File: config.mk
export PLATFORM = sky130hd
export DESIGN_NAME = wb_slave_decoder_flat
export DESIGN_NICKNAME = d
export VERILOG_FILES = /design/src/rtl/wb_slave_decoder_if.sv /design/src/rtl/wb_slave_decoder.sv /design/src/flat_wrapper.sv
export SDC_FILE = /design/constraint.sdc
export NUM_CORES = 1
export LEC_CHECK = 0
export ABC_AREA = 0
export BUFFER_PORTS_ARGS = -buffer_cell sky130_fd_sc_hd__buf_2
export CAP_MARGIN = 20
export CORE_MARGIN = 5
export CORE_UTILIZATION = 35
export CTS_CLUSTER_DIAMETER = 80
export DETAILED_ROUTE_END_ITERATION = 10
export MAX_ROUTING_LAYER = met4
export PLACE_DENSITY = 0.78
export RECOVER_POWER = 25
export SLEW_MARGIN = 5
export SYNTH_ARGS = -nofsm -noshare
export SYNTH_HDL_FRONTEND = slang
export SYNTH_SLANG_ARGS = --single-unit
File: constraint.sdc
create_clock -name wb_clk_i -period 1.8 [get_ports wb_clk_i]
set_clock_uncertainty 0.05 [all_clocks]
set_input_delay 0.27 -clock wb_clk_i [delete_from_list [all_inputs] [get_ports wb_clk_i]]
set_output_delay 0.27 -clock wb_clk_i [all_outputs]
set_load 0.005 [all_outputs]
File: src/rtl/wb_slave_decoder_if.sv
// Wishbone bundle between one bus master, the address decoder and NSLAVES peripherals.
// The "slave" modport is the decoder's view; "master" is the master plus peripherals.
interface wb_slave_decoder_if #(
  parameter int unsigned NSLAVES = 4
);
  logic [31:0]           wbm_adr_i;
  logic [31:0]           wbm_dat_i;
  logic [3:0]            wbm_sel_i;
  logic                  wbm_we_i;
  logic                  wbm_cyc_i;
  logic                  wbm_stb_i;
  logic [2:0]            wbm_cti_i;
  logic [1:0]            wbm_bte_i;
  logic [31:0]           wbm_dat_o;
  logic                  wbm_ack_o;
  logic                  wbm_err_o;
  logic                  wbm_rty_o;

  logic [15:0]           wbs_adr_o;
  logic [31:0]           wbs_dat_o;
  logic [3:0]            wbs_sel_o;
  logic                  wbs_we_o;
  logic [2:0]            wbs_cti_o;
  logic [1:0]            wbs_bte_o;
  logic [NSLAVES-1:0]    wbs_cyc_o;
  logic [NSLAVES-1:0]    wbs_stb_o;
  logic [32*NSLAVES-1:0] wbs_dat_i;
  logic [NSLAVES-1:0]    wbs_ack_i;
  logic [NSLAVES-1:0]    wbs_err_i;
  logic [NSLAVES-1:0]    wbs_rty_i;

  modport slave (
    input  wbm_adr_i, wbm_dat_i, wbm_sel_i, wbm_we_i, wbm_cyc_i, wbm_stb_i, wbm_cti_i, wbm_bte_i,
    output wbm_dat_o, wbm_ack_o, wbm_err_o, wbm_rty_o,
    output wbs_adr_o, wbs_dat_o, wbs_sel_o, wbs_we_o, wbs_cti_o, wbs_bte_o, wbs_cyc_o, wbs_stb_o,
    input  wbs_dat_i, wbs_ack_i, wbs_err_i, wbs_rty_i
  );

  modport master (
    output wbm_adr_i, wbm_dat_i, wbm_sel_i, wbm_we_i, wbm_cyc_i, wbm_stb_i, wbm_cti_i, wbm_bte_i,
    input  wbm_dat_o, wbm_ack_o, wbm_err_o, wbm_rty_o,
    input  wbs_adr_o, wbs_dat_o, wbs_sel_o, wbs_we_o, wbs_cti_o, wbs_bte_o, wbs_cyc_o, wbs_stb_o,
    output wbs_dat_i, wbs_ack_i, wbs_err_i, wbs_rty_i
  );
endinterface

File: src/rtl/wb_slave_decoder.sv
// Single-master Wishbone decoder: routes a 32-bit address to one of NSLAVES 16-bit windows,
// registers the slave response and terminates unmapped or silent accesses with an error.
module wb_slave_decoder #(
  parameter logic [11:0] BASE_HI = 12'h100,
  parameter int unsigned NSLAVES = 4,
  parameter int unsigned TIMEOUT = 255
) (
  input logic               wb_clk_i,
  input logic               wb_rst_i,
  wb_slave_decoder_if.slave bus
);
  localparam logic [15:0] TimeoutLast = 16'(TIMEOUT - 1);

  typedef enum logic [1:0] {StIdle, StActive, StResp} state_e;

  state_e             state_q, state_d;
  logic [15:0]        cnt_q, cnt_d;
  logic [31:0]        rdat_q, rdat_d;
  logic               ack_q, ack_d, err_q, err_d, rty_q, rty_d;
  logic [3:0]         slot_q;
  logic [15:0]        adr_q;
  logic [31:0]        wdat_q;
  logic [3:0]         sel_q;
  logic               we_q;
  logic [2:0]         cti_q;
  logic [1:0]         bte_q;
  logic               accept, mapped;
  logic               sel_ack, sel_err, sel_rty;
  logic [31:0]        sel_dat;
  logic [NSLAVES-1:0] strobe;

  assign mapped = (bus.wbm_adr_i[31:20] == BASE_HI) &&
                  ({28'd0, bus.wbm_adr_i[19:16]} < NSLAVES);

  // Only the addressed slave's response is visible; the rest are ignored.
  always_comb begin
    sel_ack = 1'b0;
    sel_err = 1'b0;
    sel_rty = 1'b0;
    sel_dat = '0;
    strobe  = '0;
    for (int unsigned k = 0; k < NSLAVES; k++) begin
      if (slot_q == 4'(k)) begin
        sel_ack   = bus.wbs_ack_i[k];
        sel_err   = bus.wbs_err_i[k];
        sel_rty   = bus.wbs_rty_i[k];
        sel_dat   = bus.wbs_dat_i[32*k +: 32];
        strobe[k] = (state_q == StActive);
      end
    end
  end

  always_comb begin
    state_d = state_q;
    cnt_d   = cnt_q;
    rdat_d  = rdat_q;
    ack_d   = 1'b0;
    err_d   = 1'b0;
    rty_d   = 1'b0;
    accept  = 1'b0;
    unique case (state_q)
      StIdle: begin
        if (bus.wbm_cyc_i && bus.wbm_stb_i) begin
          accept = 1'b1;
          cnt_d  = '0;
          if (mapped) begin
            state_d = StActive;
          end else begin
            state_d = StResp;
            err_d   = 1'b1;
            rdat_d  = '0;
          end
        end
      end
      StActive: begin
        if (cnt_q != 16'hFFFF) cnt_d = cnt_q + 16'd1;
        // A master abort wins over any same-cycle slave response.
        if (!bus.wbm_cyc_i) begin
          state_d = StIdle;
        end else if (sel_err) begin
          state_d = StResp;
          err_d   = 1'b1;
        end else if (sel_rty) begin
          state_d = StResp;
          rty_d   = 1'b1;
        end else if (sel_ack) begin
          state_d = StResp;
          ack_d   = 1'b1;
          rdat_d  = sel_dat;
        end else if (cnt_q == TimeoutLast) begin
          state_d = StResp;
          err_d   = 1'b1;
          rdat_d  = '0;
        end
      end
      StResp:  state_d = StIdle;
      default: state_d = StIdle;
    endcase
  end

  always_ff @(posedge wb_clk_i) begin
    if (wb_rst_i) begin
      state_q <= StIdle;
      cnt_q   <= '0;
      rdat_q  <= '0;
      ack_q   <= 1'b0;
      err_q   <= 1'b0;
      rty_q   <= 1'b0;
      slot_q  <= '0;
      adr_q   <= '0;
      wdat_q  <= '0;
      sel_q   <= '0;
      we_q    <= 1'b0;
      cti_q   <= '0;
      bte_q   <= '0;
    end else begin
      state_q <= state_d;
      cnt_q   <= cnt_d;
      rdat_q  <= rdat_d;
      ack_q   <= ack_d;
      err_q   <= err_d;
      rty_q   <= rty_d;
      if (accept) begin
        slot_q <= bus.wbm_adr_i[19:16];
        adr_q  <= bus.wbm_adr_i[15:0];
        wdat_q <= bus.wbm_dat_i;
        sel_q  <= bus.wbm_sel_i;
        we_q   <= bus.wbm_we_i;
        cti_q  <= bus.wbm_cti_i;
        bte_q  <= bus.wbm_bte_i;
      end
    end
  end

  assign bus.wbm_dat_o = rdat_q;
  assign bus.wbm_ack_o = ack_q;
  assign bus.wbm_err_o = err_q;
  assign bus.wbm_rty_o = rty_q;
  assign bus.wbs_adr_o = adr_q;
  assign bus.wbs_dat_o = wdat_q;
  assign bus.wbs_sel_o = sel_q;
  assign bus.wbs_we_o  = we_q;
  assign bus.wbs_cti_o = cti_q;
  assign bus.wbs_bte_o = bte_q;
  assign bus.wbs_cyc_o = strobe;
  assign bus.wbs_stb_o = strobe;
endmodule
File: src/flat_wrapper.sv
// flat-port wrapper written by rule: the top's interface ports become plain ports
module wb_slave_decoder_flat 
#(
  parameter logic [11:0] BASE_HI = 12'h100,
  parameter int unsigned NSLAVES = 4,
  parameter int unsigned TIMEOUT = 255
)
  (wb_clk_i, wb_rst_i, bus_wbm_adr_i, bus_wbm_dat_i, bus_wbm_sel_i, bus_wbm_we_i, bus_wbm_cyc_i, bus_wbm_stb_i, bus_wbm_cti_i, bus_wbm_bte_i, bus_wbm_dat_o, bus_wbm_ack_o, bus_wbm_err_o, bus_wbm_rty_o, bus_wbs_adr_o, bus_wbs_dat_o, bus_wbs_sel_o, bus_wbs_we_o, bus_wbs_cti_o, bus_wbs_bte_o, bus_wbs_cyc_o, bus_wbs_stb_o, bus_wbs_dat_i, bus_wbs_ack_i, bus_wbs_err_i, bus_wbs_rty_i);
  wb_slave_decoder_if #(.NSLAVES(NSLAVES)) bus_i ();
  input logic wb_clk_i;
  input logic wb_rst_i;
  input wire logic [$bits(bus_i.wbm_adr_i)-1:0] bus_wbm_adr_i;
  input wire logic [$bits(bus_i.wbm_dat_i)-1:0] bus_wbm_dat_i;
  input wire logic [$bits(bus_i.wbm_sel_i)-1:0] bus_wbm_sel_i;
  input wire logic [$bits(bus_i.wbm_we_i)-1:0] bus_wbm_we_i;
  input wire logic [$bits(bus_i.wbm_cyc_i)-1:0] bus_wbm_cyc_i;
  input wire logic [$bits(bus_i.wbm_stb_i)-1:0] bus_wbm_stb_i;
  input wire logic [$bits(bus_i.wbm_cti_i)-1:0] bus_wbm_cti_i;
  input wire logic [$bits(bus_i.wbm_bte_i)-1:0] bus_wbm_bte_i;
  output wire logic [$bits(bus_i.wbm_dat_o)-1:0] bus_wbm_dat_o;
  output wire logic [$bits(bus_i.wbm_ack_o)-1:0] bus_wbm_ack_o;
  output wire logic [$bits(bus_i.wbm_err_o)-1:0] bus_wbm_err_o;
  output wire logic [$bits(bus_i.wbm_rty_o)-1:0] bus_wbm_rty_o;
  output wire logic [$bits(bus_i.wbs_adr_o)-1:0] bus_wbs_adr_o;
  output wire logic [$bits(bus_i.wbs_dat_o)-1:0] bus_wbs_dat_o;
  output wire logic [$bits(bus_i.wbs_sel_o)-1:0] bus_wbs_sel_o;
  output wire logic [$bits(bus_i.wbs_we_o)-1:0] bus_wbs_we_o;
  output wire logic [$bits(bus_i.wbs_cti_o)-1:0] bus_wbs_cti_o;
  output wire logic [$bits(bus_i.wbs_bte_o)-1:0] bus_wbs_bte_o;
  output wire logic [$bits(bus_i.wbs_cyc_o)-1:0] bus_wbs_cyc_o;
  output wire logic [$bits(bus_i.wbs_stb_o)-1:0] bus_wbs_stb_o;
  input wire logic [$bits(bus_i.wbs_dat_i)-1:0] bus_wbs_dat_i;
  input wire logic [$bits(bus_i.wbs_ack_i)-1:0] bus_wbs_ack_i;
  input wire logic [$bits(bus_i.wbs_err_i)-1:0] bus_wbs_err_i;
  input wire logic [$bits(bus_i.wbs_rty_i)-1:0] bus_wbs_rty_i;
  assign bus_i.wbm_adr_i = bus_wbm_adr_i;
  assign bus_i.wbm_dat_i = bus_wbm_dat_i;
  assign bus_i.wbm_sel_i = bus_wbm_sel_i;
  assign bus_i.wbm_we_i = bus_wbm_we_i;
  assign bus_i.wbm_cyc_i = bus_wbm_cyc_i;
  assign bus_i.wbm_stb_i = bus_wbm_stb_i;
  assign bus_i.wbm_cti_i = bus_wbm_cti_i;
  assign bus_i.wbm_bte_i = bus_wbm_bte_i;
  assign bus_wbm_dat_o = bus_i.wbm_dat_o;
  assign bus_wbm_ack_o = bus_i.wbm_ack_o;
  assign bus_wbm_err_o = bus_i.wbm_err_o;
  assign bus_wbm_rty_o = bus_i.wbm_rty_o;
  assign bus_wbs_adr_o = bus_i.wbs_adr_o;
  assign bus_wbs_dat_o = bus_i.wbs_dat_o;
  assign bus_wbs_sel_o = bus_i.wbs_sel_o;
  assign bus_wbs_we_o = bus_i.wbs_we_o;
  assign bus_wbs_cti_o = bus_i.wbs_cti_o;
  assign bus_wbs_bte_o = bus_i.wbs_bte_o;
  assign bus_wbs_cyc_o = bus_i.wbs_cyc_o;
  assign bus_wbs_stb_o = bus_i.wbs_stb_o;
  assign bus_i.wbs_dat_i = bus_wbs_dat_i;
  assign bus_i.wbs_ack_i = bus_wbs_ack_i;
  assign bus_i.wbs_err_i = bus_wbs_err_i;
  assign bus_i.wbs_rty_i = bus_wbs_rty_i;
  wb_slave_decoder #(.BASE_HI(BASE_HI), .NSLAVES(NSLAVES), .TIMEOUT(TIMEOUT)) u_core (.wb_clk_i(wb_clk_i), .wb_rst_i(wb_rst_i), .bus(bus_i));
endmodule
==> results.cfg, run 1 <==
[timing]
setup_slack_ps = -322
drv_slew = 0
hold_violations = 0
fin_crit_sh_pct = 118
tns_ps = -10580
worst_pin_slew_ps = 501
setup_viol = 49
worst_slew_margin_rel_pct = 66.6
period_needed_ps = 2120
clock.fmax_mhz = 471
whs_ps = 48.9
rsz0062_at_grt = true

[status]
status = complete, but fails checks
violations = setup timing

[pwr]
leakage_nw = 3.73
power_frac_comb_pct = 13.9
p_per_area_nw_per_um2 = 769
power_switching_mw = 1.72
p_seq_share_pct = 39.1
clkPwrFrac_pct = 46.9
ir_drop_mv = 0.550
power_mw = 6.76
intPower_mw = 5.04
p_sw_share_pct = 25.4

[grt]
overflow = 0
grt_pass1_vias = 6092
grt_max_degree = 61
grt_first_pass_wirelength_mm = 30.3
antenna_found_initial = 6
grt_usage_pct = 21.2

[floorplan]
initial_core_util_pct = 35.7
fp.coreArea_sq_um = 15900
dieArea_sq_um = 18800
die_h_um = 137
fp-row-count = 46
chipWidth_um = 137
ioPinCount = 319

[synth]
synth_top_family_by_area = compound AO/OA/AOI/OAI gates
synth.yosys.seq_area_share_pct = 40.6
synthFlopType = dfxtp_1
syn_area_per_cell_sq_um = 8.69
syn_nets = 872
synthAdderAreaFrac_pct = 0.442
synth-edff-count = 0
muxShareOfSynthArea_pct = 11.1
async_reset_ff_share_pct = 0
syn_inst = 652
synth-simple-area-share_pct = 20.8
synth_xor_area_share_pct = 0.928
syn-cell-area_sq_um = 5660
ys_ff_latch = 115
yosysWarnings = 0
ys_types = 46
synth_compound_area_share_pct = 21.1

[clocking]
cts_buffer_depth = 2
cts_hold_buf = 0
insertion_delay_ps = 400
cts.sinks = 115
htreeDepth = 4
numCtsBuffers = 17
clkTransAtPathRegs_ps = 60
cts_tree = built
clock-root-buffer = clkbuf_16

[drt]
firstDrtPassIters = 7
drc_errors = 0
drt_wl_total_mm = 21.6
vias = 6312
drtIter0Drc = 237
antenna_left = 0
routedWlPerCell_um = 17.4
vias_per_cell = 5.08

[critical_path]
endpoint_kind = flip-flop
worstPathMaxFanout = 23
arrival_ps = 2400
required_ps = 2080
critPathKind = flip-flop to flip-flop
rrSetupSlack_ps = -320
cp-start-kind = flip-flop

[final_layout]
fill_cells = 1405
fin_util_pct = 55.3
fin_area_sq_um = 8780
syn2layout_area_growth_pct = 55.0
drive_gt1_share_pct = 50.2
nets = 1225

[place]
hpwl_mm = 15.8
place_congestion = 0.844
place_area_sq_um = 7780
port_buffers = 318

[flow_run]
max_cap_violations = 0

[hold_path]
holdCritPathClass = input pin to flip-flop
cell usage in the layout (no fill, tap or decap), drive strengths merged, types with 2 or more instances in the layout:
| cell type | n |
|---|---|
| xnor2 | 5 |
| o21ai | 7 |
| or3 | 10 |
| nor3 | 7 |
| nor4 | 5 |
| dfxtp | 115 |
| nand2 | 135 |
| a21oi | 73 |
| or4 | 2 |
| buf | 355 |
| nor2 | 19 |
| o221ai | 12 |
| nor3b | 4 |
| mux2i | 18 |
| and2 | 2 |
| and4 | 4 |
| mux2 | 40 |
| nand4 | 6 |
| ha | 2 |
| clkinv | 4 |
| nand2b | 34 |
| inv | 6 |
| or4b | 2 |
| a31oi | 2 |
| o21a | 13 |
| clkbuf | 54 |
| nand3 | 8 |
| clkinvlp | 4 |
| diode | 9 |
| or2 | 2 |
| o22ai | 55 |
critical path: stages, from the launching register on:
cell and delay (ps):
dfxtp_4 410, buf_6 170, mux2i_2 280, o22ai_2 150, buf_4 170, or3_1 350, o2111a_2 170, buf_12 170
o22ai_1 110
cells in the mapped netlist (4+ instances only):
library cell	n	area share [%]
a21oi_1	72	6.4
and4_1	4	0.62
buf_1	4	0.26
buf_4	8	1.1
buf_6	4	0.80
clkbuf_1	37	2.5
dfxtp_1	115	41
inv_1	4	0.26
mux2_2	40	8.0
mux2i_1	18	3.2
nand2_1	135	8.9
nand2b_1	34	3.8
nand3_1	8	0.71
nand4_1	6	0.66
nor2_1	19	1.3
nor3_1	7	0.62
nor3b_1	4	0.53
nor4_1	4	0.44
o21a_1	13	1.7
o21ai_0	7	0.62
o221ai_1	12	1.9
o22ai_1	25	2.8
o22ai_2	30	6.6
or3_1	10	1.1
xnor2_1	5	0.77
what timing repair did:
item / in CTS / in global routing
pin swaps: 9 / 14
buffers inserted: 6 / 5
resized for setup: 35 / 41
endpoints found under the setup margin: 51 / 55
gates cloned: 1 / 2
final timing paths:
check,start,depth (start not counted),to
min reg2reg,u_core.bus.wbs_adr_o[9]$_SDFFE_PP0P_,2,u_core.bus.wbs_adr_o[9]$_SDFFE_PP0P_
max,u_core.slot_q[1]$_SDFFE_PP0P_,8,u_core.bus.wbm_dat_o[2]$_SDFFE_PP0P_
min,bus_wbm_dat_i[25],3,u_core.bus.wbs_dat_o[25]$_SDFFE_PP0P_
max reg2reg,u_core.slot_q[1]$_SDFFE_PP0P_,8,u_core.bus.wbm_dat_o[2]$_SDFFE_PP0P_
per-layer routing:
metal	GRT usage [%]	part of all wire, %
met1	23.4	37
met2	35.3	50
met3	4.89	8.0
met4	11.8	4.7
met5	-	0
area by class of cell:
| type | instances | area [sq um] | area share [%] |
|---|---|---|---|
| Sequential cell | 115 | 2330 | 26.5 |
| Tap cell | 216 | 270 | 3.08 |
| Clock buffer | 21 | 450 | 5.13 |
| Timing Repair Buffer | 388 | 2240 | 25.5 |
| Inverter | 4 | 15.0 | 0.171 |
| Multi-Input combinational cell | 479 | 3350 | 38.1 |
| Clock inverter | 11 | 105 | 1.20 |
| Antenna cell | 9 | 22.5 | 0.256 |
stage by stage:
step	cells	worst slack (ps)
CTS	1228	-183
global placement	1189	-301
global route	1240	-370
finish	1243	-322
detailed placement	1189	-338
floorplan	652	-185
registers in the layout, summed over array words and instances, names as in the netlist:
register,flops
u_core.bus.wbs_dat_o,32
u_core.bus.wbs_cti_o,3
u_core.bus.wbm_ack_o,1
u_core.cnt_q,16
u_core.bus.wbm_rty_o,1
u_core.state_q,2
u_core.bus.wbs_we_o,1
u_core.bus.wbs_sel_o,4
u_core.slot_q,4
u_core.bus.wbm_dat_o,32
u_core.bus.wbm_err_o,1
u_core.bus.wbs_bte_o,2
u_core.bus.wbs_adr_o,16
logic make-up after synthesis:
logic type      after synthesis
buf+inv                      58
compound gates              167
xor+xnor                      6
flops                       115
simple gates                246
mux                          58
fa+ha+maj                     2
power by group through the flow:
| stage | combinational (mW) | clock, mW | sequential (mW) |
|---|---|---|---|
| 2_1_floorplan | 0.424 | 0 | 2.71 |
| 3_3_place_gp | 0.865 | 0 | 2.70 |
| 3_5_place_dp | 0.877 | 0 | 2.70 |
| 4_1_cts | 0.892 | 3.25 | 2.64 |
| 5_1_grt | 1.02 | 3.38 | 2.65 |
| 6_report | 0.941 | 3.17 | 2.64 |
Note: power is estimated with default switching activity, not from simulation.
==> run 2, diff against run 1 <==
--- a/config.mk
+++ b/config.mk
@@ -13,8 +13,9 @@
 export CTS_CLUSTER_DIAMETER = 80
 export DETAILED_ROUTE_END_ITERATION = 10
 export MAX_ROUTING_LAYER = met4
-export PLACE_DENSITY = 0.78
+export PLACE_DENSITY = 0.76
 export RECOVER_POWER = 25
+export SETUP_SLACK_MARGIN = 0.02
 export SLEW_MARGIN = 5
 export SYNTH_ARGS = -nofsm -noshare
 export SYNTH_HDL_FRONTEND = slang
==> constraint.sdc (replaced) <==
create_clock -name wb_clk_i -period 2.3 [get_ports wb_clk_i]
set_clock_uncertainty 0.05 [all_clocks]
set_input_delay 0.345 -clock wb_clk_i [delete_from_list [all_inputs] [get_ports wb_clk_i]]
set_output_delay 0.345 -clock wb_clk_i [all_outputs]
set_load 0.005 [all_outputs]
==> run 2 against run 1 <==
- the run now ends clean
- die area did not move
- non-clock buffer count decreased by 48
- flip-flop and latch count unchanged
- critical endpoint is now u_core.bus.wbm_dat_o[21]$_SDFFE_PP0P_
- largest power group unchanged
- highest routed layer unchanged
==> results.cfg, run 2 (synthesis results as in run 1) <==
[timing]
hold_violations = 0
tns_ps = 0
drv_slew = 0
rsz0062_at_grt = false
clock.fmax_mhz = 462
setup_viol = 0
worst_slew_margin_rel_pct = 50.2
worst_pin_slew_ps = 747
whs_ps = 116
fin_crit_sh_pct = 94.2
period_needed_ps = 2170

[drt]
routedWlPerCell_um = 16.8
vias_per_cell = 4.98
antenna_left = 0
drt_wl_total_mm = 20.1
vias = 5940
drtIter0Drc = 207
drc_errors = 0
firstDrtPassIters = 4

[place]
post-place-cells = 1153
place_congestion = 0.842
port_buffers = 318
place_area_sq_um = 7480
hpwl_mm = 15.1

[pwr]
power_frac_comb_pct = 12.6
p_sw_share_pct = 26.1
ir_drop_mv = 0.458
clkPwrFrac_pct = 47.3
p_seq_share_pct = 40.0
intPower_mw = 3.82
leakage_nw = 3.32
p_per_area_nw_per_um2 = 642
power_switching_mw = 1.35

[hold_path]
holdCritPathClass = input pin to flip-flop

[grt]
overflow = 0
grt_usage_pct = 20.5
grt_max_degree = 73
antenna_found_initial = 7
grt_pass1_vias = 5705
grt_first_pass_wirelength_mm = 29.1

[clocking]
cts_tree = built
cts_setup_buffers = 0
clkTransAtPathRegs_ps = 60
insertion_delay_ps = 410
cts.sinks = 115
numCtsBuffers = 17
clock-root-buffer = clkbuf_16
htreeDepth = 4
cts_hold_buf = 0
cts_buffer_depth = 2

[floorplan]
fp-row-count = 46
chipWidth_um = 137
ioPinCount = 319
dieArea_sq_um = 18800
fp.coreArea_sq_um = 15900
initial_core_util_pct = 35.7
die_h_um = 137

[final_layout]
nets = 1177
syn2layout_area_growth_pct = 42.3
most-common-layout-cells = 272 x buf_2, 135 x nand2_1, 113 x dfxtp_1
layout_commonest_cell = buf_2
fin_cells = 1193
fin_area_sq_um = 8060
drive_gt1_share_pct = 42.1

[critical_path]
required_ps = 2530
cp-start-kind = flip-flop
worstPathMaxFanout = 32
critPathKind = flip-flop to flip-flop
endpoint_kind = flip-flop
arrival_ps = 2400

[status]
status = complete, no violations

[flow_run]
max_cap_violations = 0
-- run 2: layout make-up --
| class | instances | area (sq um) |
|---|---|---|
| clock inverters | 12 | 98.8 |
| clock buffers | 20 | 457 |
| diodes | 7 | 17.5 |
| repair buffers | 340 | 1770 |
| flip-flops and latches | 115 | 2310 |
| fillers | 1521 | 7830 |
| inverters | 4 | 15.0 |
| multi-input cells | 479 | 3120 |
| well taps | 216 | 270 |
-- run 2: repair_timing --
action / 4_1_cts / 5_1_grt
resized for setup: 5 / 2
gates cloned: 0 / 1
endpoints found under the setup margin: 32 / 13
-- run 2: final timing paths --
path	from	to	slack (ps)	cells after the start
setup reg to reg	u_core.cnt_q[8]$_SDFFE_PP0P_	u_core.bus.wbm_dat_o[21]$_SDFFE_PP0P_	130	6
setup / recovery	u_core.cnt_q[8]$_SDFFE_PP0P_	u_core.bus.wbm_dat_o[21]$_SDFFE_PP0P_	130	6
hold reg to reg	u_core.bus.wbs_dat_o[5]$_SDFFE_PP0P_	u_core.bus.wbs_dat_o[5]$_SDFFE_PP0P_	400	2
hold / removal	bus_wbm_dat_i[6]	u_core.bus.wbs_dat_o[6]$_SDFFE_PP0P_	120	3
-- run 2: per-stage QoR --
stage	setup slack (ps)	utilization, %	power, mW
2_1_floorplan	265	-	2.45
3_3_place_gp	-22.1	47.1	2.76
3_5_place_dp	-64.8	47.1	2.77
4_1_cts	62.6	50.8	5.24
5_1_grt	42.6	50.7	5.41
6_report	134	50.7	5.18
-- run 2: worst max-delay path: stages (launching register included) --
cell	delay, ps
dfxtp_1	350
or4b_1	560
nor4_2	360
or3_1	160
o2111a_2	210
buf_12	230
o22ai_2	90
-- run 2: power by group through the flow --
| stage | Clock, mW | Combinational [mW] | Sequential, mW |
|---|---|---|---|
| floorplan | 0 | 0.330 | 2.12 |
| global route | 2.61 | 0.717 | 2.08 |
| global placement | 0 | 0.652 | 2.11 |
| finish | 2.45 | 0.653 | 2.07 |
| CTS | 2.51 | 0.663 | 2.07 |
| detailed placement | 0 | 0.657 | 2.11 |
-- run 2: metal layers --
metal | GRT usage (%) | part of all wire [%] | vias to the layer above
met5 | - | 0 | -
met1 | 23.7 | 40 | 2738
met3 | 4.78 | 7.5 | 21
met2 | 34.3 | 50 | 247
met4 | 8.65 | 2.0 | 0
li1 | - | - | 2934
